$ cat config.mk
export PLATFORM = sky130hd
export DESIGN_NAME = mc_control_fsm_flat
export DESIGN_NICKNAME = d
export VERILOG_FILES = /design/src/rtl/mc_control_fsm_if.sv /design/src/rtl/mc_control_fsm.sv /design/src/flat_wrapper.sv
export SDC_FILE = /design/constraint.sdc
export NUM_CORES = 1
export LEC_CHECK = 0
export CORE_MARGIN = 2
export CORE_UTILIZATION = 40
export DETAILED_ROUTE_END_ITERATION = 16
export GPL_ROUTABILITY_DRIVEN = 0
export PLACE_DENSITY = 0.83
export SLEW_MARGIN = 10
export SYNTH_ARGS = -nofsm -noshare
export SYNTH_HDL_FRONTEND = slang
export SYNTH_SLANG_ARGS = --single-unit
$ cat constraint.sdc
create_clock -name clock -period 3 [get_ports clock]
set_input_delay 0.45 -clock clock [delete_from_list [all_inputs] [get_ports clock]]
set_output_delay 0.45 -clock clock [all_outputs]
set_load 0.01 [all_outputs]
$ cat src/rtl/mc_control_fsm_if.sv
// mc_control_fsm_if
//   Bundles the control FSM's datapath-facing signals.
//   master : the control FSM (takes opcode/zero, drives strobes and selects)
//   slave  : the datapath / instruction register side
//   Signals:
//     opcode[5:0]   instr[31:26] from the instruction register
//     zero          ALU zero flag
//     pc_en         pc_write | (branch & zero)
//     pc_write, branch, ir_write, mem_write, reg_write   write strobes
//     iord, reg_dst, mem_to_reg, alu_src_a               1-bit selects
//     alu_src_b[1:0], alu_op[1:0], pc_src[1:0]           2-bit selects
//     retire        final cycle of a legal instruction
//     illegal_op    sticky unknown-opcode flag
//     state[3:0]    current state code, for debug
interface mc_control_fsm_if;
  logic [5:0] opcode;
  logic       zero;
  logic       pc_en;
  logic       pc_write;
  logic       branch;
  logic       ir_write;
  logic       mem_write;
  logic       reg_write;
  logic       iord;
  logic       reg_dst;
  logic       mem_to_reg;
  logic       alu_src_a;
  logic [1:0] alu_src_b;
  logic [1:0] alu_op;
  logic [1:0] pc_src;
  logic       retire;
  logic       illegal_op;
  logic [3:0] state;

  modport master (
    input  opcode, zero,
    output pc_en, pc_write, branch, ir_write, mem_write, reg_write,
           iord, reg_dst, mem_to_reg, alu_src_a, alu_src_b, alu_op,
           pc_src, retire, illegal_op, state
  );

  modport slave (
    output opcode, zero,
    input  pc_en, pc_write, branch, ir_write, mem_write, reg_write,
           iord, reg_dst, mem_to_reg, alu_src_a, alu_src_b, alu_op,
           pc_src, retire, illegal_op, state
  );
endinterface

$ cat src/rtl/mc_control_fsm.sv
// mc_control_fsm
//   Moore-style main control FSM for the multicycle MIPS-subset core.
//   Ports:
//     clock  : sole clock, rising edge
//     reset  : synchronous, active-high
//     bus    : mc_control_fsm_if.master (opcode/zero in, strobes/selects out)
//   Every output is decoded from the registered state; only pc_en also
//   looks at zero. While reset is high the write strobes, pc_en and retire
//   are held low and the selects show their FETCH values.
module mc_control_fsm (
  input  logic              clock,
  input  logic              reset,
  mc_control_fsm_if.master  bus
);

  typedef enum logic [3:0] {
    FETCH   = 4'd0,
    DECODE  = 4'd1,
    MEMADR  = 4'd2,
    MEMRD   = 4'd3,
    MEMWB   = 4'd4,
    MEMWR   = 4'd5,
    EXECUTE = 4'd6,
    ALUWB   = 4'd7,
    BRANCH  = 4'd8,
    ADDIEX  = 4'd9,
    ADDIWB  = 4'd10,
    JUMP    = 4'd11
  } state_t;

  localparam logic [5:0] OP_RTYPE = 6'b000000;
  localparam logic [5:0] OP_LW    = 6'b100011;
  localparam logic [5:0] OP_SW    = 6'b101011;
  localparam logic [5:0] OP_BEQ   = 6'b000100;
  localparam logic [5:0] OP_ADDI  = 6'b001000;
  localparam logic [5:0] OP_J     = 6'b000010;

  // Kept as a plain vector so codes 12-15 are representable and can be
  // recovered from (they fall into the default arm below).
  logic [3:0] state_reg;
  logic       illegal_op_reg;

  always_ff @(posedge clock) begin
    if (reset) begin
      state_reg      <= FETCH;
      illegal_op_reg <= 1'b0;
    end else begin
      case (state_reg)
        FETCH:   state_reg <= DECODE;
        DECODE: begin
          case (bus.opcode)
            OP_LW, OP_SW: state_reg <= MEMADR;
            OP_RTYPE:     state_reg <= EXECUTE;
            OP_BEQ:       state_reg <= BRANCH;
            OP_ADDI:      state_reg <= ADDIEX;
            OP_J:         state_reg <= JUMP;
            default: begin
              state_reg      <= FETCH;
              illegal_op_reg <= 1'b1;
            end
          endcase
        end
        // IR still holds LW or SW here, so only SW needs to be recognised.
        MEMADR:  state_reg <= (bus.opcode == OP_SW) ? MEMWR : MEMRD;
        MEMRD:   state_reg <= MEMWB;
        EXECUTE: state_reg <= ALUWB;
        ADDIEX:  state_reg <= ADDIWB;
        default: state_reg <= FETCH;
      endcase
    end
  end

  // Reset makes the decoder present FETCH selects regardless of the
  // register's value; the strobes are separately gated off below.
  logic [3:0] dec_state;
  assign dec_state = reset ? FETCH : state_reg;

  logic       pc_write_d;
  logic       branch_d;
  logic       ir_write_d;
  logic       mem_write_d;
  logic       reg_write_d;
  logic       retire_d;
  logic       iord_d;
  logic       reg_dst_d;
  logic       mem_to_reg_d;
  logic       alu_src_a_d;
  logic [1:0] alu_src_b_d;
  logic [1:0] alu_op_d;
  logic [1:0] pc_src_d;

  always_comb begin
    pc_write_d   = 1'b0;
    branch_d     = 1'b0;
    ir_write_d   = 1'b0;
    mem_write_d  = 1'b0;
    reg_write_d  = 1'b0;
    retire_d     = 1'b0;
    iord_d       = 1'b0;
    reg_dst_d    = 1'b0;
    mem_to_reg_d = 1'b0;
    alu_src_a_d  = 1'b0;
    alu_src_b_d  = 2'b00;
    alu_op_d     = 2'b00;
    pc_src_d     = 2'b00;
    case (dec_state)
      FETCH: begin
        ir_write_d  = 1'b1;
        pc_write_d  = 1'b1;
        alu_src_b_d = 2'b01;
      end
      DECODE: alu_src_b_d = 2'b11;
      MEMADR: begin
        alu_src_a_d = 1'b1;
        alu_src_b_d = 2'b10;
      end
      MEMRD: iord_d = 1'b1;
      MEMWB: begin
        reg_write_d  = 1'b1;
        mem_to_reg_d = 1'b1;
        retire_d     = 1'b1;
      end
      MEMWR: begin
        iord_d      = 1'b1;
        mem_write_d = 1'b1;
        retire_d    = 1'b1;
      end
      EXECUTE: begin
        alu_src_a_d = 1'b1;
        alu_op_d    = 2'b10;
      end
      ALUWB: begin
        reg_write_d = 1'b1;
        reg_dst_d   = 1'b1;
        retire_d    = 1'b1;
      end
      BRANCH: begin
        alu_src_a_d = 1'b1;
        alu_op_d    = 2'b01;
        pc_src_d    = 2'b01;
        branch_d    = 1'b1;
        retire_d    = 1'b1;
      end
      ADDIEX: begin
        alu_src_a_d = 1'b1;
        alu_src_b_d = 2'b10;
      end
      ADDIWB: begin
        reg_write_d = 1'b1;
        retire_d    = 1'b1;
      end
      JUMP: begin
        pc_src_d   = 2'b10;
        pc_write_d = 1'b1;
        retire_d   = 1'b1;
      end
      default: ;
    endcase
  end

  logic pc_write_g;
  logic branch_g;

  assign pc_write_g     = pc_write_d & ~reset;
  assign branch_g       = branch_d & ~reset;

  assign bus.pc_write   = pc_write_g;
  assign bus.branch     = branch_g;
  assign bus.pc_en      = pc_write_g | (branch_g & bus.zero);
  assign bus.ir_write   = ir_write_d & ~reset;
  assign bus.mem_write  = mem_write_d & ~reset;
  assign bus.reg_write  = reg_write_d & ~reset;
  assign bus.retire     = retire_d & ~reset;
  assign bus.iord       = iord_d;
  assign bus.reg_dst    = reg_dst_d;
  assign bus.mem_to_reg = mem_to_reg_d;
  assign bus.alu_src_a  = alu_src_a_d;
  assign bus.alu_src_b  = alu_src_b_d;
  assign bus.alu_op     = alu_op_d;
  assign bus.pc_src     = pc_src_d;
  assign bus.illegal_op = illegal_op_reg;
  assign bus.state      = state_reg;

endmodule

$ cat src/flat_wrapper.sv
// flat-port wrapper written by rule: the top's interface ports become plain ports
module mc_control_fsm_flat 
  (clock, reset, bus_opcode, bus_zero, bus_pc_en, bus_pc_write, bus_branch, bus_ir_write, bus_mem_write, bus_reg_write, bus_iord, bus_reg_dst, bus_mem_to_reg, bus_alu_src_a, bus_alu_src_b, bus_alu_op, bus_pc_src, bus_retire, bus_illegal_op, bus_state);
  mc_control_fsm_if bus_i ();
  input  logic clock;
  input  logic reset;
  input wire logic [$bits(bus_i.opcode)-1:0] bus_opcode;
  input wire logic [$bits(bus_i.zero)-1:0] bus_zero;
  output wire logic [$bits(bus_i.pc_en)-1:0] bus_pc_en;
  output wire logic [$bits(bus_i.pc_write)-1:0] bus_pc_write;
  output wire logic [$bits(bus_i.branch)-1:0] bus_branch;
  output wire logic [$bits(bus_i.ir_write)-1:0] bus_ir_write;
  output wire logic [$bits(bus_i.mem_write)-1:0] bus_mem_write;
  output wire logic [$bits(bus_i.reg_write)-1:0] bus_reg_write;
  output wire logic [$bits(bus_i.iord)-1:0] bus_iord;
  output wire logic [$bits(bus_i.reg_dst)-1:0] bus_reg_dst;
  output wire logic [$bits(bus_i.mem_to_reg)-1:0] bus_mem_to_reg;
  output wire logic [$bits(bus_i.alu_src_a)-1:0] bus_alu_src_a;
  output wire logic [$bits(bus_i.alu_src_b)-1:0] bus_alu_src_b;
  output wire logic [$bits(bus_i.alu_op)-1:0] bus_alu_op;
  output wire logic [$bits(bus_i.pc_src)-1:0] bus_pc_src;
  output wire logic [$bits(bus_i.retire)-1:0] bus_retire;
  output wire logic [$bits(bus_i.illegal_op)-1:0] bus_illegal_op;
  output wire logic [$bits(bus_i.state)-1:0] bus_state;
  assign bus_i.opcode = bus_opcode;
  assign bus_i.zero = bus_zero;
  assign bus_pc_en = bus_i.pc_en;
  assign bus_pc_write = bus_i.pc_write;
  assign bus_branch = bus_i.branch;
  assign bus_ir_write = bus_i.ir_write;
  assign bus_mem_write = bus_i.mem_write;
  assign bus_reg_write = bus_i.reg_write;
  assign bus_iord = bus_i.iord;
  assign bus_reg_dst = bus_i.reg_dst;
  assign bus_mem_to_reg = bus_i.mem_to_reg;
  assign bus_alu_src_a = bus_i.alu_src_a;
  assign bus_alu_src_b = bus_i.alu_src_b;
  assign bus_alu_op = bus_i.alu_op;
  assign bus_pc_src = bus_i.pc_src;
  assign bus_retire = bus_i.retire;
  assign bus_illegal_op = bus_i.illegal_op;
  assign bus_state = bus_i.state;
  mc_control_fsm u_core (.clock(clock), .reset(reset), .bus(bus_i));
endmodule
* After elaboration in Yosys (flattened, before gate mapping) *
Index checks and enable logic that the tools add are counted.

operators by class
  add/subtract/negate cells = 0
  $mul = 0
  div/mod/pow operators = 0
  magnitude comparators = 0
  eq/ne operators = 21
  shift-type cells = 0
  mux-type cells = 17
  bitwise operators = 10
  reduce and logical (&&, ||, !) cells = 12

operators by type and width
  operator              number
  $pmux W4 S6           1
  $eq A4 B3 Y1 const B  5
  $eq A4 B4 Y1 const B  5
  $pmux W4 S5           1
  $eq A4 B2 Y1 const B  4
  $eq A6 B6 Y1 const B  2
  $reduce_or A6 Y1      2
  $mux W1               10
  $eq A4 B1 Y1 const B  2
  $logic_not A4 Y1      2
  $pmux W2 S2           2
  $reduce_or A2 Y1      4
  $and A1 B1 Y1         7
  $eq A6 B2 Y1 const B  1
  $eq A6 B3 Y1 const B  1
  $eq A6 B4 Y1 const B  1
  $logic_not A6 Y1      1
  $pmux W2 S3           1
  $mux W4               1
  $reduce_or A4 Y1      1
  $mux W3               1
  $reduce_or A3 Y1      1
  $not A1 Y1            2
  $reduce_and A2 Y1     1
  $or A1 B1 Y1          1

word-level totals
  flip-flop bits (word level) = 5
  bits in latches = 0
  RAM bits = 0
  bits in read-only memories = 0
  input port bits = 9
  output and inout bits = 22
  logic and storage cells = 62
  memories kept = 0

* Depth between registers and ports, before layout *
  depth in word-level cells = 6
  depth in mapped cells = 5
  depth with buffers taken out = 4

* Least setup slack after synthesis *
No wires, ideal clock.

  kind = input-to-output
  start point = input reset
  end point = output bus_pc_en
  data arrival time = 1395 ps
  required time = 2550 ps
  setup slack = 1155 ps
  stages on the path = 3
  path buffers = 1
  cells stage by stage = buf_4 > nor4_1 > a21o_1

on the way
  word-level cells in the longest chain between the ends = 6
  elaborated cells on any way between the ends = 12
  those cells by class = eq/ne: 2; mux: 3; bitwise: 5; reduce/logical: 2

ends and longest elaborated chain
  element                                                       RTL line                                      RTL
  start, declared                                               flat_wrapper.sv:6                             input logic reset;
  $mux W4                                                       mc_control_fsm.sv:76                          assign dec_state = reset ? FETCH : state_reg;
  $eq A4 B4 Y1 or $logic_not A4 Y1 (tied branches)              mc_control_fsm.sv:106                         case (dec_state)
  $reduce_or A2 Y1 (no source line) or $mux W1 (tied branches)  --
  $mux W1 or $and A1 B1 Y1 (tied branches)                      mc_control_fsm.sv:106, mc_control_fsm.sv:165
  $and A1 B1 Y1 (on tied branches)                              mc_control_fsm.sv:164, mc_control_fsm.sv:169
  $or A1 B1 Y1 (*)                                              mc_control_fsm.sv:169                         assign bus.pc_en = pc_write_g | (branch_g & bus.zero);
  end, declared                                                 flat_wrapper.sv:9                             output wire logic [$bits(bus_i.pc_en)-1:0] bus_pc_en;

Every way passes the cells marked *; elsewhere a longest branch is shown, timed or not.

* Worst setup path in the final report *
Same ends and word-level chain as after synthesis.

==> metrics.yaml <==
arrival_ns: 2.17
hp-start: "u_core.bus.illegal_op"
grt_pass1_vias: 550
clockBufferDepth: 2
grt_setup_unrepaired: "no"
fmax_mhz: 382
p_switching_mw: 0.0676
synth-seq-cells: 5
fin_util_pct: 66.0
r2r_cells: 4
max_cap_violations: 0
pwr-share-clk_pct: 35.7
grt_usage_pct: 17.1
drt_iter0_drc: 20
drc: 0
fp.coreArea_um2: 1300
end_kind: "primary output"
p_seq_share_pct: 34.2
finalSetupViolCount: 0
cts_tree: "built"
synth_fp_nets: 85
largest_reg_flops: 4
antenna_found_initial: 0
grt_overflow: 0
synth_area_leader_cell: "dfxtp_1"
dieHeight_um: 41.4
path_clk_slew_ns: 0.04
min_to: "u_core.bus.illegal_op"
async_flop_share_pct: 0
netlist_top_cells_area: "dfxtp_1, nor2_1, nand2b_1"
pwr_density_cell_nw_per_um2: 263
clkLatencyLatePin_ns: 0.24
num_rows: 13
pwr-share-comb_pct: 30.1
hold_path_class: "reg2reg"
layout_common_cells: "clkdlybuf4s50_1, nor2_1, nor3_1"
ant_nets: 0
clkSinkCount: 5
synth_edf_count: 0
drive_gt1_share_pct: 9.62
numCtsBuffers: 3
port-buffer-count: 30
tns_ns: 0
synth.avg_cell_area_um2: 7.38
leakagePower_nw: 0.296
worstMarginPinSlew_ns: 0.556
final.min_clock_period_ns: 2.62
crit_required_ns: 2.55
cts_max_level: 1
r2r_slack_ns: 1.56
routedWlPerCell_um: 12.8
swShare_pct: 29.9
synth.distinct_cells: 33
grt_max_degree: 16
cts_hold_buf: 0
clock_skew_ns: 0.00472
hpwlAfterDp_um: 1200
synth.top_cell.area_share_pct: 17.9
cts_resized: 0
synth_seq_area_share_pct: 17.9
vias_per_cell: 5.47
yosys_most_used_dff: "dfxtp_1"
worstReg2RegEnd: "u_core.bus.state[1]"
startpoint_type: "input port"
vias: 651
area_growth_pct: 53.1
ir_worst_vdd_v: 0.000162
r2r-start: "u_core.bus.state[1]"
yosys_warnings: 0
fp.dieW_um: 41.4
status: "finished clean"
io_pins: 31
hold_violations: 0
root_buffer: "clkbuf_4"
dieArea_um2: 1720
drv_slew: 0
criticalPathCategory: "in2out"
detail_route.wirelength_um: 1520
p_int_mw: 0.158
critPathMaxFanout: 6
initial_core_util_pct: 43.1
synthesis.instances: 76
relSlewSlack_pct: 62.9
grt_pass1_wl_um: 2360
min_delay_path_depth: 1
fin_nets: 114
cts_setup_buffers: 0
syn-cell-area_um2: 561
first_pass_iters: 4
final_common_cell: "clkdlybuf4s50_1"
antenna_cells_inserted: 0
fin_crit_sh_pct: 87.2
==> cells in the mapped netlist (2+ instances only) <==
library cell and n:
nor2_1 12, nor3_1 7, nand2b_1 6, dfxtp_1 5, o21ai_0 5, a21oi_1 4
buf_4 3, inv_1 3, nor4_1 3, a31oi_1 2, buf_2 2, buf_6 2
xnor2_1 2
==> worst max path at each step <==
stage               slack [ns]  startpoint   endpoint
floorplan                 1.15       reset  bus_pc_en
global placement          0.44       reset  bus_pc_en
detailed placement        0.39       reset  bus_pc_en
CTS                       0.38       reset  bus_pc_en
global route              0.28       reset  bus_pc_en
finish                    0.38       reset  bus_pc_en
==> stage by stage <==
step	cell area [um2]	power (mW)	std cells	worst slack [ns]	hold WS [ns]
2_1_floorplan	561	0.113	76	1.15	0.510
3_3_place_gp	832	0.144	115	0.444	0.453
3_5_place_dp	832	0.146	115	0.389	0.478
4_1_cts	858	0.226	119	0.384	0.490
5_1_grt	858	0.241	119	0.281	0.513
6_report	858	0.226	119	0.383	0.492
==> power by group through the flow <==
| stage | logic [mW] | registers, mW | clock network [mW] |
|---|---|---|---|
| floorplan | 0.0384 | 0.0749 | 0 |
| global placement | 0.0658 | 0.0780 | 0 |
| detailed placement | 0.0679 | 0.0784 | 0 |
| CTS | 0.0680 | 0.0772 | 0.0806 |
| global route | 0.0729 | 0.0779 | 0.0903 |
| finish | 0.0680 | 0.0773 | 0.0807 |
==> layer usage <==
metal  track usage, %  share of wire (%)  vias to the layer above
met5                0                  0                        -
met4             9.03                  0                        0
met3             1.74                4.9                        0
met2             30.9                 53                       22
met1             19.3                 42                      301
li1                 -                  -                      328
==> cells by family (layout without fill, tap and decap cells) <==
| group | count (synthesis) | count (layout) | synth area share [%] |
|---|---|---|---|
| AOI/OAI and AO/OA | 20 | 20 | 24.8 |
| xor gates and xnor gates | 3 | 3 | 4.69 |
| buffers and inverters | 10 | 38 | 11.8 |
| DFF | 5 | 5 | 17.9 |
| muxes | 1 | 1 | 1.79 |
| and+or+nand+nor | 37 | 37 | 39.1 |
==> worst max-delay path: stages <==
cell and delay [ns]:
clkdlybuf4s50_1 0.49, buf_4 0.20, nor3_1 0.23, or2_1 0.17
a21o_1 0.09, clkdlybuf4s50_1 0.53
==> area by class of cell <==
| class | count | area [um2] |
|---|---|---|
| well taps | 15 | 18.8 |
| clock buffers | 4 | 26.3 |
| repair buffers | 31 | 308 |
| fillers | 118 | 443 |
| flip-flops and latches | 5 | 100 |
| inverters | 3 | 11.3 |
| multi-input cells | 61 | 394 |
Note: power is estimated with default switching activity, not from simulation.
